===== src/rtl/uart_host_pkg.sv =====
// Shared types and constants for the UART host driver.
// Holds the FSM state enum, framing constants and a clog2 helper.
package uart_host_pkg;

  localparam int   BitsPerByte = 8;
  localparam logic IdleLevel   = 1'b1;

  typedef enum logic [3:0] {
    IDLE,
    WAIT_CTS,
    TX_START,
    TX_BITS,
    TX_STOP,
    RX_WAIT,
    RX_START,
    RX_BITS,
    RX_STOP,
    RSP
  } state_e;

  // Never returns less than 1 so it is safe as a vector width.
  function automatic int clog2(input int v);
    int r;
    r = 1;
    for (int i = 1; i < 31; i++) begin
      if ((1 << i) < v) r = i + 1;
    end
    return r;
  endfunction

endpackage


===== src/rtl/uart_host_baud_counter.sv =====
// Shared baud timer: tick every ClocksPerBaud cycles, half_tick at the
// start-bit midpoint. Ports: clk, rst, restart in; tick, half_tick out.
module uart_host_baud_counter
  import uart_host_pkg::*;
#(
  parameter int ClocksPerBaud = 8
) (
  input  logic clk,
  input  logic rst,
  input  logic restart,
  output logic tick,
  output logic half_tick
);

  localparam int W = clog2(ClocksPerBaud);
  localparam logic [W-1:0] Last = W'(ClocksPerBaud - 1);
  localparam logic [W-1:0] Half = W'(ClocksPerBaud / 2 - 1);

  logic [W-1:0] cnt_q;
  logic [W-1:0] cnt_d;

  always_comb begin
    cnt_d = cnt_q + 1'b1;
    if (restart || cnt_q == Last) cnt_d = '0;
  end

  always_ff @(posedge clk) begin
    if (rst) cnt_q <= '0;
    else     cnt_q <= cnt_d;
  end

  assign tick      = (cnt_q == Last);
  assign half_tick = (cnt_q == Half);

endmodule


===== src/rtl/uart_host_driver.sv =====
// Host-side UART link driver: serializes req_data as 8N1 frames on tx_out
// gated by cts_in_n, deserializes replies from rx_in into rsp_data.
// Ports: clk, rst, req_*, rsp_*, tx_out, rx_in, cts_in_n, framing_error;
// timeout port only with UART_HOST_DRIVER_TIMEOUT_EN defined.
module uart_host_driver
  import uart_host_pkg::*;
#(
  parameter int ClocksPerBaud = 8,
  parameter int InputBytes    = 1,
  parameter int OutputBytes   = 1,
  parameter int TimeoutClocks = 4096
) (
  input  logic                      clk,
  input  logic                      rst,
  input  logic [8*InputBytes-1:0]   req_data,
  input  logic                      req_valid,
  output logic                      req_ready,
  output logic [8*OutputBytes-1:0]  rsp_data,
  output logic                      rsp_valid,
  input  logic                      rsp_ready,
  output logic                      tx_out,
  input  logic                      rx_in,
  input  logic                      cts_in_n,
  output logic                      framing_error
`ifdef UART_HOST_DRIVER_TIMEOUT_EN
  ,
  output logic                      timeout
`endif
);

  localparam int MaxBytes =
    (InputBytes > OutputBytes) ? InputBytes : OutputBytes;
  localparam int CW = clog2(MaxBytes + 1);
  localparam logic [CW-1:0] InLast  = CW'(InputBytes - 1);
  localparam logic [CW-1:0] OutLast = CW'(OutputBytes - 1);

  state_e                   state_q, state_d;
  logic [8*InputBytes-1:0]  req_q, req_d;
  logic [8*OutputBytes-1:0] rsp_q, rsp_d;
  logic [CW-1:0]            byte_q, byte_d;
  logic [2:0]               bit_q, bit_d;
  logic [7:0]               rxb_q, rxb_d;
  logic                     fe_q, fe_d;
  logic                     tx_q, tx_d;
  logic                     rx1_q, rx1_d;
  logic                     rx2_q, rx2_d;
  logic                     tick, half_tick;
  logic                     rx_s;

`ifdef UART_HOST_DRIVER_TIMEOUT_EN
  localparam int TW = clog2(TimeoutClocks + 1);
  localparam logic [TW-1:0] ToLast = TW'(TimeoutClocks - 1);
  logic [TW-1:0] to_q, to_d;
  logic          tmo_q, tmo_d;
`endif

  assign rx_s = rx2_q;

  uart_host_baud_counter #(
    .ClocksPerBaud(ClocksPerBaud)
  ) u_baud (
    .clk      (clk),
    .rst      (rst),
    .restart  (state_d != state_q),
    .tick     (tick),
    .half_tick(half_tick)
  );

  always_comb begin
    state_d = state_q;
    req_d   = req_q;
    rsp_d   = rsp_q;
    byte_d  = byte_q;
    bit_d   = bit_q;
    rxb_d   = rxb_q;
    fe_d    = fe_q;
    tx_d    = IdleLevel;
    rx1_d   = rx_in;
    rx2_d   = rx1_q;
`ifdef UART_HOST_DRIVER_TIMEOUT_EN
    to_d    = '0;
    tmo_d   = tmo_q;
`endif
    unique case (state_q)
      IDLE: begin
        if (req_valid) begin
          req_d   = req_data;
          rsp_d   = '0;
          byte_d  = '0;
          fe_d    = 1'b0;
`ifdef UART_HOST_DRIVER_TIMEOUT_EN
          tmo_d   = 1'b0;
`endif
          state_d = WAIT_CTS;
        end
      end
      WAIT_CTS: begin
        if (!cts_in_n) state_d = TX_START;
      end
      TX_START: begin
        tx_d = 1'b0;
        if (tick) begin
          bit_d   = '0;
          state_d = TX_BITS;
        end
      end
      TX_BITS: begin
        // req_q shifts out LSB first, so the next byte ends up in [7:0]
        tx_d = req_q[0];
        if (tick) begin
          req_d = req_q >> 1;
          bit_d = bit_q + 3'd1;
          if (bit_q == 3'd7) state_d = TX_STOP;
        end
      end
      TX_STOP: begin
        if (tick) begin
          if (byte_q == InLast) begin
            byte_d  = '0;
            state_d = RX_WAIT;
          end else begin
            byte_d  = byte_q + 1'b1;
            state_d = WAIT_CTS;
          end
        end
      end
      RX_WAIT: begin
`ifdef UART_HOST_DRIVER_TIMEOUT_EN
        to_d = to_q + 1'b1;
        if (to_q == ToLast) begin
          tmo_d   = 1'b1;
          state_d = RSP;
        end else if (!rx_s) begin
          state_d = RX_START;
        end
`else
        if (!rx_s) state_d = RX_START;
`endif
      end
      RX_START: begin
        if (half_tick) begin
          bit_d   = '0;
          state_d = rx_s ? RX_WAIT : RX_BITS;
        end
      end
      RX_BITS: begin
        if (tick) begin
          rxb_d = {rx_s, rxb_q[7:1]};
          bit_d = bit_q + 3'd1;
          if (bit_q == 3'd7) state_d = RX_STOP;
        end
      end
      RX_STOP: begin
        if (tick) begin
          if (!rx_s) fe_d = 1'b1;
          for (int i = 0; i < OutputBytes; i++) begin
            if (byte_q == CW'(i))
              rsp_d[i*BitsPerByte +: BitsPerByte] = rxb_q;
          end
          if (byte_q == OutLast) begin
            state_d = RSP;
          end else begin
            byte_d  = byte_q + 1'b1;
            state_d = RX_WAIT;
          end
        end
      end
      RSP: begin
        if (rsp_ready) state_d = IDLE;
      end
      default: state_d = IDLE;
    endcase
  end

  always_ff @(posedge clk) begin
    if (rst) begin
      state_q <= IDLE;
      req_q   <= '0;
      rsp_q   <= '0;
      byte_q  <= '0;
      bit_q   <= '0;
      rxb_q   <= '0;
      fe_q    <= 1'b0;
      tx_q    <= IdleLevel;
      rx1_q   <= IdleLevel;
      rx2_q   <= IdleLevel;
`ifdef UART_HOST_DRIVER_TIMEOUT_EN
      to_q    <= '0;
      tmo_q   <= 1'b0;
`endif
    end else begin
      state_q <= state_d;
      req_q   <= req_d;
      rsp_q   <= rsp_d;
      byte_q  <= byte_d;
      bit_q   <= bit_d;
      rxb_q   <= rxb_d;
      fe_q    <= fe_d;
      tx_q    <= tx_d;
      rx1_q   <= rx1_d;
      rx2_q   <= rx2_d;
`ifdef UART_HOST_DRIVER_TIMEOUT_EN
      to_q    <= to_d;
      tmo_q   <= tmo_d;
`endif
    end
  end

  assign tx_out        = tx_q;
  assign rsp_data      = rsp_q;
  assign framing_error = fe_q;
  assign req_ready     = (state_q == IDLE) && !rst;
  assign rsp_valid     = (state_q == RSP) && !rst;
`ifdef UART_HOST_DRIVER_TIMEOUT_EN
  assign timeout       = tmo_q;
`endif

endmodule


===== config.mk =====
export PLATFORM = sky130hd
export DESIGN_NAME = uart_host_driver
export DESIGN_NICKNAME = d
export VERILOG_FILES = /design/src/rtl/uart_host_pkg.sv /design/src/rtl/uart_host_baud_counter.sv /design/src/rtl/uart_host_driver.sv
export SDC_FILE = /design/constraint.sdc
export NUM_CORES = 1
export LEC_CHECK = 0
export ABC_AREA = 1
export CORE_MARGIN = 2
export CORE_UTILIZATION = 55
export DETAILED_ROUTE_END_ITERATION = 8
export MAX_ROUTING_LAYER = met4
export PLACE_DENSITY_LB_ADDON = 0.3
export SLEW_MARGIN = 15
export SYNTH_ARGS = -nofsm -noshare
export SYNTH_HDL_FRONTEND = slang
export SYNTH_SLANG_ARGS = --single-unit

===== constraint.sdc =====
create_clock -name clk -period 2.9 [get_ports clk]
set_input_delay 0.435 -clock clk [delete_from_list [all_inputs] [get_ports clk]]
set_output_delay 0.435 -clock clk [all_outputs]
set_load 0.05 [all_outputs]

==> results_dict.tcl, run 1 <==
set metrics [dict create \
    total_power_mw 1.23 \
    netlist.area_leader.share_pct 43.4 \
    worstSetupPathType "input pin to output port" \
    gp_congestion 0.913 \
    layout_min_cycle_time_ns 2.05 \
    routed_wl_mm 3.55 \
    dr.pass1.iters 5 \
    fmax_mhz 489 \
    p_seq_share_pct 46.5 \
    hp-start "rx1_q" \
    insertion_delay_ns 0.35 \
    dieArea_um2 3650 \
    drive_gt1_share_pct 9.51 \
    start_util_pct 57.4 \
    syn_area_per_cell_um2 7.43 \
    worst-path-max-fanout 11 \
    drc 0 \
    holdBufCountCts 0 \
    timing.critical_path.arrival_ns 1.61 \
    skew_ns 0.00784 \
    post_cts_resized 0 \
    dp_hpwl_mm 2.43 \
    netlist_instances 236 \
    synth_area_leaders "dfxtp_1 43%, nand2_1 9.6%, o21ai_0 8.9%, nor2_1 5.4%, a21oi_1 4.9%" \
    critPathMaxStageDelay_ns 0.58 \
    antennaDiodeCount 0 \
    fin_crit_sh_pct 70.6 \
    vdd_drop_max_uv 488 \
    ios 26 \
    ant_nets 0 \
    cts_buffer_depth 2 \
    p_leak_nw 0.915 \
    drv_cap 0 \
    end_kind "output port" \
    die_x_um 60.5 \
    finalHoldViolations 0 \
    h-tree-depth 2 \
    cts_tree "done" \
    cts_setup_buffers 0 \
    path_common_cell "buf_4" \
    p_sw_share_pct 27.1 \
    rsz0062_at_grt "no" \
    rows 20 \
    cts_buffers 5 \
    yosys_register_bits 38 \
    grt_overflow_total 0 \
    cts_root_buffer "clkbuf_4" \
    grt_use_total_pct 23.2 \
    p_int_uw 900 \
    grt_pass1_vias 1389 \
    regToRegSetupSlack_ns 1.10 \
    grt_start_max_net_pins 24 \
    hold_path_depth 1 \
    rr_endpoint "u_baud.cnt_q[2]" \
    drtIter0Drc 93 \
    min_to "rx2_q" \
    numPortBuffers 25 \
    slew_viol_final 0 \
    dpl_worst_slack_ns 0.880 \
    synth_cell_types 25 \
    path_cells "clkdlybuf4s50_1 > buf_4 > nor2_1 > buf_4" \
    area.growth.synth_to_final_pct 21.1 \
    seq_area_frac_synth_pct 43.4 \
    tightest_slew_ns 0.541 \
    slew_headroom_pct 63.9 \
    slowest_stage "clkdlybuf4s50_1" \
    fill_cells 280 \
    p_switching_uw 334 \
    setup_violations 0 \
    core-area_um2 3050 \
    antenna_found_initial 0 \
    clkPwrFrac_pct 36.5 \
    synth_top_area_cell "dfxtp_1" \
    yosys_warnings 0 \
    syn-num-nets 256 \
    rr_startpoint "u_baud.cnt_q[0]" \
    via_per_inst 5.18 \
    wl_per_cell_um 11.5 \
    clock_sinks 38 \
    cp-start-kind "input pin" \
    tns_ns 0 \
    powerDensity_nw_per_um2 581 \
    comb_power_share_pct 17.0 \
    hold_class "flip-flop to flip-flop" \
    grt_first_pass_wirelength_mm 6.11 \
    r2r_cells 10 \
    nets 282 \
    clk_pin_slew_worst_paths_ns 0.11 \
    syn_area_um2 1750 \
    via_count 1589 \
    die_h_um 60.5 \
    worst_slack_ns 0.853 \
    worstPathRequired_ns 2.47 \
    status "complete, no violations" \
]
-- state kept, by name, summed over array words and instances, names as in the netlist --
| register | count |
|---|---|
| rxb_q | 8 |
| req_q | 8 |
| rx1_q | 1 |
| bit_q | 3 |
| rx2_q | 1 |
| rsp_data | 8 |
| state_q | 4 |
| framing_error | 1 |
| tx_out | 1 |
| u_baud.cnt_q | 3 |
-- how the worst max path moves through the flow --
stage	start	end
after floorplan	state_q[3]	rsp_valid
after global placement	rst	req_ready
after detailed placement	rst	req_ready
after CTS	rst	req_ready
after global routing	state_q[0]	rsp_valid
final	rst	req_ready
-- cell usage after synthesis (all sizes together) --
cell type and count:
nand2 48, dfxtp 38, o21ai 33, nor2 30, inv 22, nand3 18, a21oi 17, a31oi 7
ha 6, clkbuf 4, nand4 4, buf 3, or2 2, clkinv 1, nand3b 1, nor3 1
o211ai 1
-- through the flow --
step | cell area, um2 | utilization (%) | cells | hold WS [ns]
after floorplan | 1750 | - | 236 | 0.389
after detailed placement | 2020 | 66.0 | 299 | 0.404
after global placement | 2020 | 66.0 | 299 | 0.392
after global routing | 2120 | 69.5 | 307 | 0.446
final | 2120 | 69.5 | 307 | 0.425
after CTS | 2120 | 69.5 | 307 | 0.432
-- critical path: cells and delay by family --
| kind | cells | cell delay [ns] |
|---|---|---|
| buf+inv | 3 | 1.04 |
| simple gates | 1 | 0.12 |
-- power groups by stage --
stage	clock, mW	combinational [mW]	sequential, mW
6_report	0.450	0.209	0.574
5_1_grt	0.480	0.234	0.578
4_1_cts	0.464	0.210	0.574
3_5_place_dp	0	0.208	0.586
3_3_place_gp	0	0.206	0.585
2_1_floorplan	0	0.113	0.621
-- layout by cell type (no fill, tap or decap) --
cell type	instances
nand2_1	45
dfxtp_1	38
o21ai_0	31
nor2_1	25
clkdlybuf4s50_1	23
inv_1	21
a21oi_1	17
nand3_1	16
a31oi_1	7
ha_1	6
clkbuf_4	5
nand4_1	4
nor2_2	3
buf_4	3
nor2_4	2
nand2_4	2
or2_2	2
nand3_2	2
o21ai_1	2
bufinv_16	2
inv_2	1
clkinv_2	1
nor3_1	1
nand3b_1	1
nand2_2	1
o211ai_1	1
clkinv_4	1
-- logic make-up after synthesis --
family                   after synthesis  synth area share [%]
AND/OR/NAND/NOR                      104                  27.6
adder cells (fa/ha/maj)                6                  4.28
AO/OA/AOI/OAI                         58                  17.2
flip-flops                            38                  43.4
buffers and inverters                 30                  7.57
-- metal layers --
| metal | share of wire [%] | vias to the layer above | routed length [um] | GRT usage, % |
|---|---|---|---|---|
| met2 | 46 | 44 | 1620 | 34.9 |
| li1 | - | 836 | - | - |
| met3 | 5.7 | 2 | 201 | 7.04 |
| met5 | 0 | - | 0 | - |
| met4 | 0.68 | 0 | 24 | 7.45 |
| met1 | 48 | 707 | 1700 | 30.1 |
-- cell type report --
class / count / area (um2) / share of cell area (%)
clock inverters: 3 / 68.8 / 3.24
multi-input cells: 168 / 860 / 40.5
inverters: 23 / 87.6 / 4.13
flip-flops and latches: 38 / 761 / 35.8
repair buffers: 26 / 253 / 11.9
clock buffers: 5 / 37.5 / 1.77
well taps: 44 / 55.1 / 2.59
Note: power is estimated with default switching activity, not from simulation.
==> inputs of run 2 (changes only) <==
- CORE_UTILIZATION: 55 -> 53
- clock period: 2.9 -> 2.1 ns (I/O delays scaled with it)
==> results_dict.tcl, run 2 (synthesis results as in run 1) <==
set metrics [dict create \
    final_common_cell "nand2_1" \
    cts_setup_buffers 0 \
    timing.critical_path.arrival_ns 1.66 \
    drive_gt1_share_pct 9.16 \
    vdd_drop_max_uv 403 \
    hold_class "flip-flop to flip-flop" \
    cts_buffers 5 \
    clkPwrFrac_pct 32.1 \
    setup_violations 0 \
    final_cell_mix "45 x nand2_1, 38 x dfxtp_1, 31 x o21ai_0" \
    slew_headroom_pct 60.3 \
    p_leak_nw 0.910 \
    cts_tree "done" \
    post-route-util_pct 68.4 \
    grt_start_max_net_pins 24 \
    end_kind "output port" \
    drtIter0Drc 113 \
    area.growth.synth_to_final_pct 21.1 \
    dr.pass1.iters 4 \
    grt_pass1_vias 1369 \
    drc 0 \
    worst_slack_ns 0.124 \
    skew_ns 0.0113 \
    tns_ns 0 \
    layout_min_cycle_time_ns 1.98 \
    antenna_found_initial 0 \
    fin_cells 306 \
    dpl_worst_slack_ns 0.238 \
    dp_hpwl_mm 2.60 \
    comb_power_share_pct 18.4 \
    p_int_mw 1.15 \
    wl_per_cell_um 12.0 \
    placed_cells_incl_taps 299 \
    clock_sinks 38 \
    clk_pin_slew_worst_paths_ns 0.11 \
    nets 282 \
    numPortBuffers 25 \
    routed_wl_mm 3.67 \
    p_switching_uw 448 \
    post_cts_resized 0 \
    grt_overflow_total 0 \
    finalHoldViolations 0 \
    via_per_inst 5.15 \
    status "complete, no violations" \
    worstSetupPathType "flip-flop to output port" \
    worst-path-max-fanout 9 \
    powerDensity_nw_per_um2 754 \
    h-tree-depth 2 \
    die_x_um 61.5 \
    die_h_um 61.5 \
    p_sw_share_pct 28.0 \
    worstPathRequired_ns 1.78 \
    insertion_delay_ns 0.34 \
    slew_viol_final 0 \
    holdBufCountCts 0 \
    drv_cap 0 \
    whs_ns 0.433 \
    cp-start-kind "flip-flop" \
    cts_root_buffer "clkbuf_4" \
    rsz0062_at_grt "no" \
    rows 20 \
    tightest_slew_ns 0.595 \
    ant_nets 0 \
    ios 26 \
    hold_path_depth 1 \
    grt_use_total_pct 22.7 \
    fmax_mhz 506 \
    core-area_um2 3100 \
    grt_first_pass_wirelength_mm 6.12 \
    p_seq_share_pct 49.5 \
    cts_buffer_depth 2 \
    via_count 1577 \
    gp_congestion 0.887 \
    antennaDiodeCount 0 \
    fin_crit_sh_pct 94.1 \
    start_util_pct 56.5 \
    dieArea_um2 3780 \
    r2r_cells 10 \
]
-- run 2: final cells by class --
cell class / instances / area [um2]
multi-input combinational: 168 / 860
fill: 293 / 981
sequential: 38 / 761
clock buffer: 6 / 51.3
tap: 44 / 55.1
inverter: 23 / 87.6
clock inverter: 1 / 30.0
timing repair buffer: 26 / 278
-- run 2: metrics by stage --
| stage | power [mW] | area [um2] |
|---|---|---|
| 2_1_floorplan | 1.01 | 1750 |
| 3_3_place_gp | 1.10 | 2040 |
| 3_5_place_dp | 1.10 | 2040 |
| 4_1_cts | 1.61 | 2120 |
| 5_1_grt | 1.67 | 2120 |
| 6_report | 1.60 | 2120 |
-- run 2: final timing paths --
check / to / startpoint / slack, ns
worst max-delay path: rsp_valid / state_q[3] / 0.12
worst min-delay path: u_baud.cnt_q[0] / u_baud.cnt_q[0] / 0.43
worst max register to register: u_baud.cnt_q[0] / u_baud.cnt_q[0] / 0.35
worst min register to register: u_baud.cnt_q[0] / u_baud.cnt_q[0] / 0.43
-- run 2: power by group through the flow --
stage	registers, mW	clock network [mW]	logic (mW)
floorplan	0.858	0	0.156
global placement	0.808	0	0.291
detailed placement	0.809	0	0.295
CTS	0.793	0.522	0.296
global route	0.798	0.545	0.331
finish	0.793	0.513	0.295
-- run 2: routing by layer --
layer	wire (um)	track usage, %
met4	42	7.29
met5	0	-
met2	1590	31.1
met3	223	6.51
met1	1810	32.1
-- run 2: worst max-delay path, stage by stage (launching register included) --
cell and delay [ns]:
dfxtp_1 0.52, inv_2 0.09, nor2_4 0.22, nand2_1 0.09, nor2_1 0.23, buf_12 0.18
==> inputs of run 3 (changes only) <==
- HOLD_SLACK_MARGIN: default -> 0.08
==> results of run 3 <==
Final layout, timing and power as in run 2 (identical DEF).
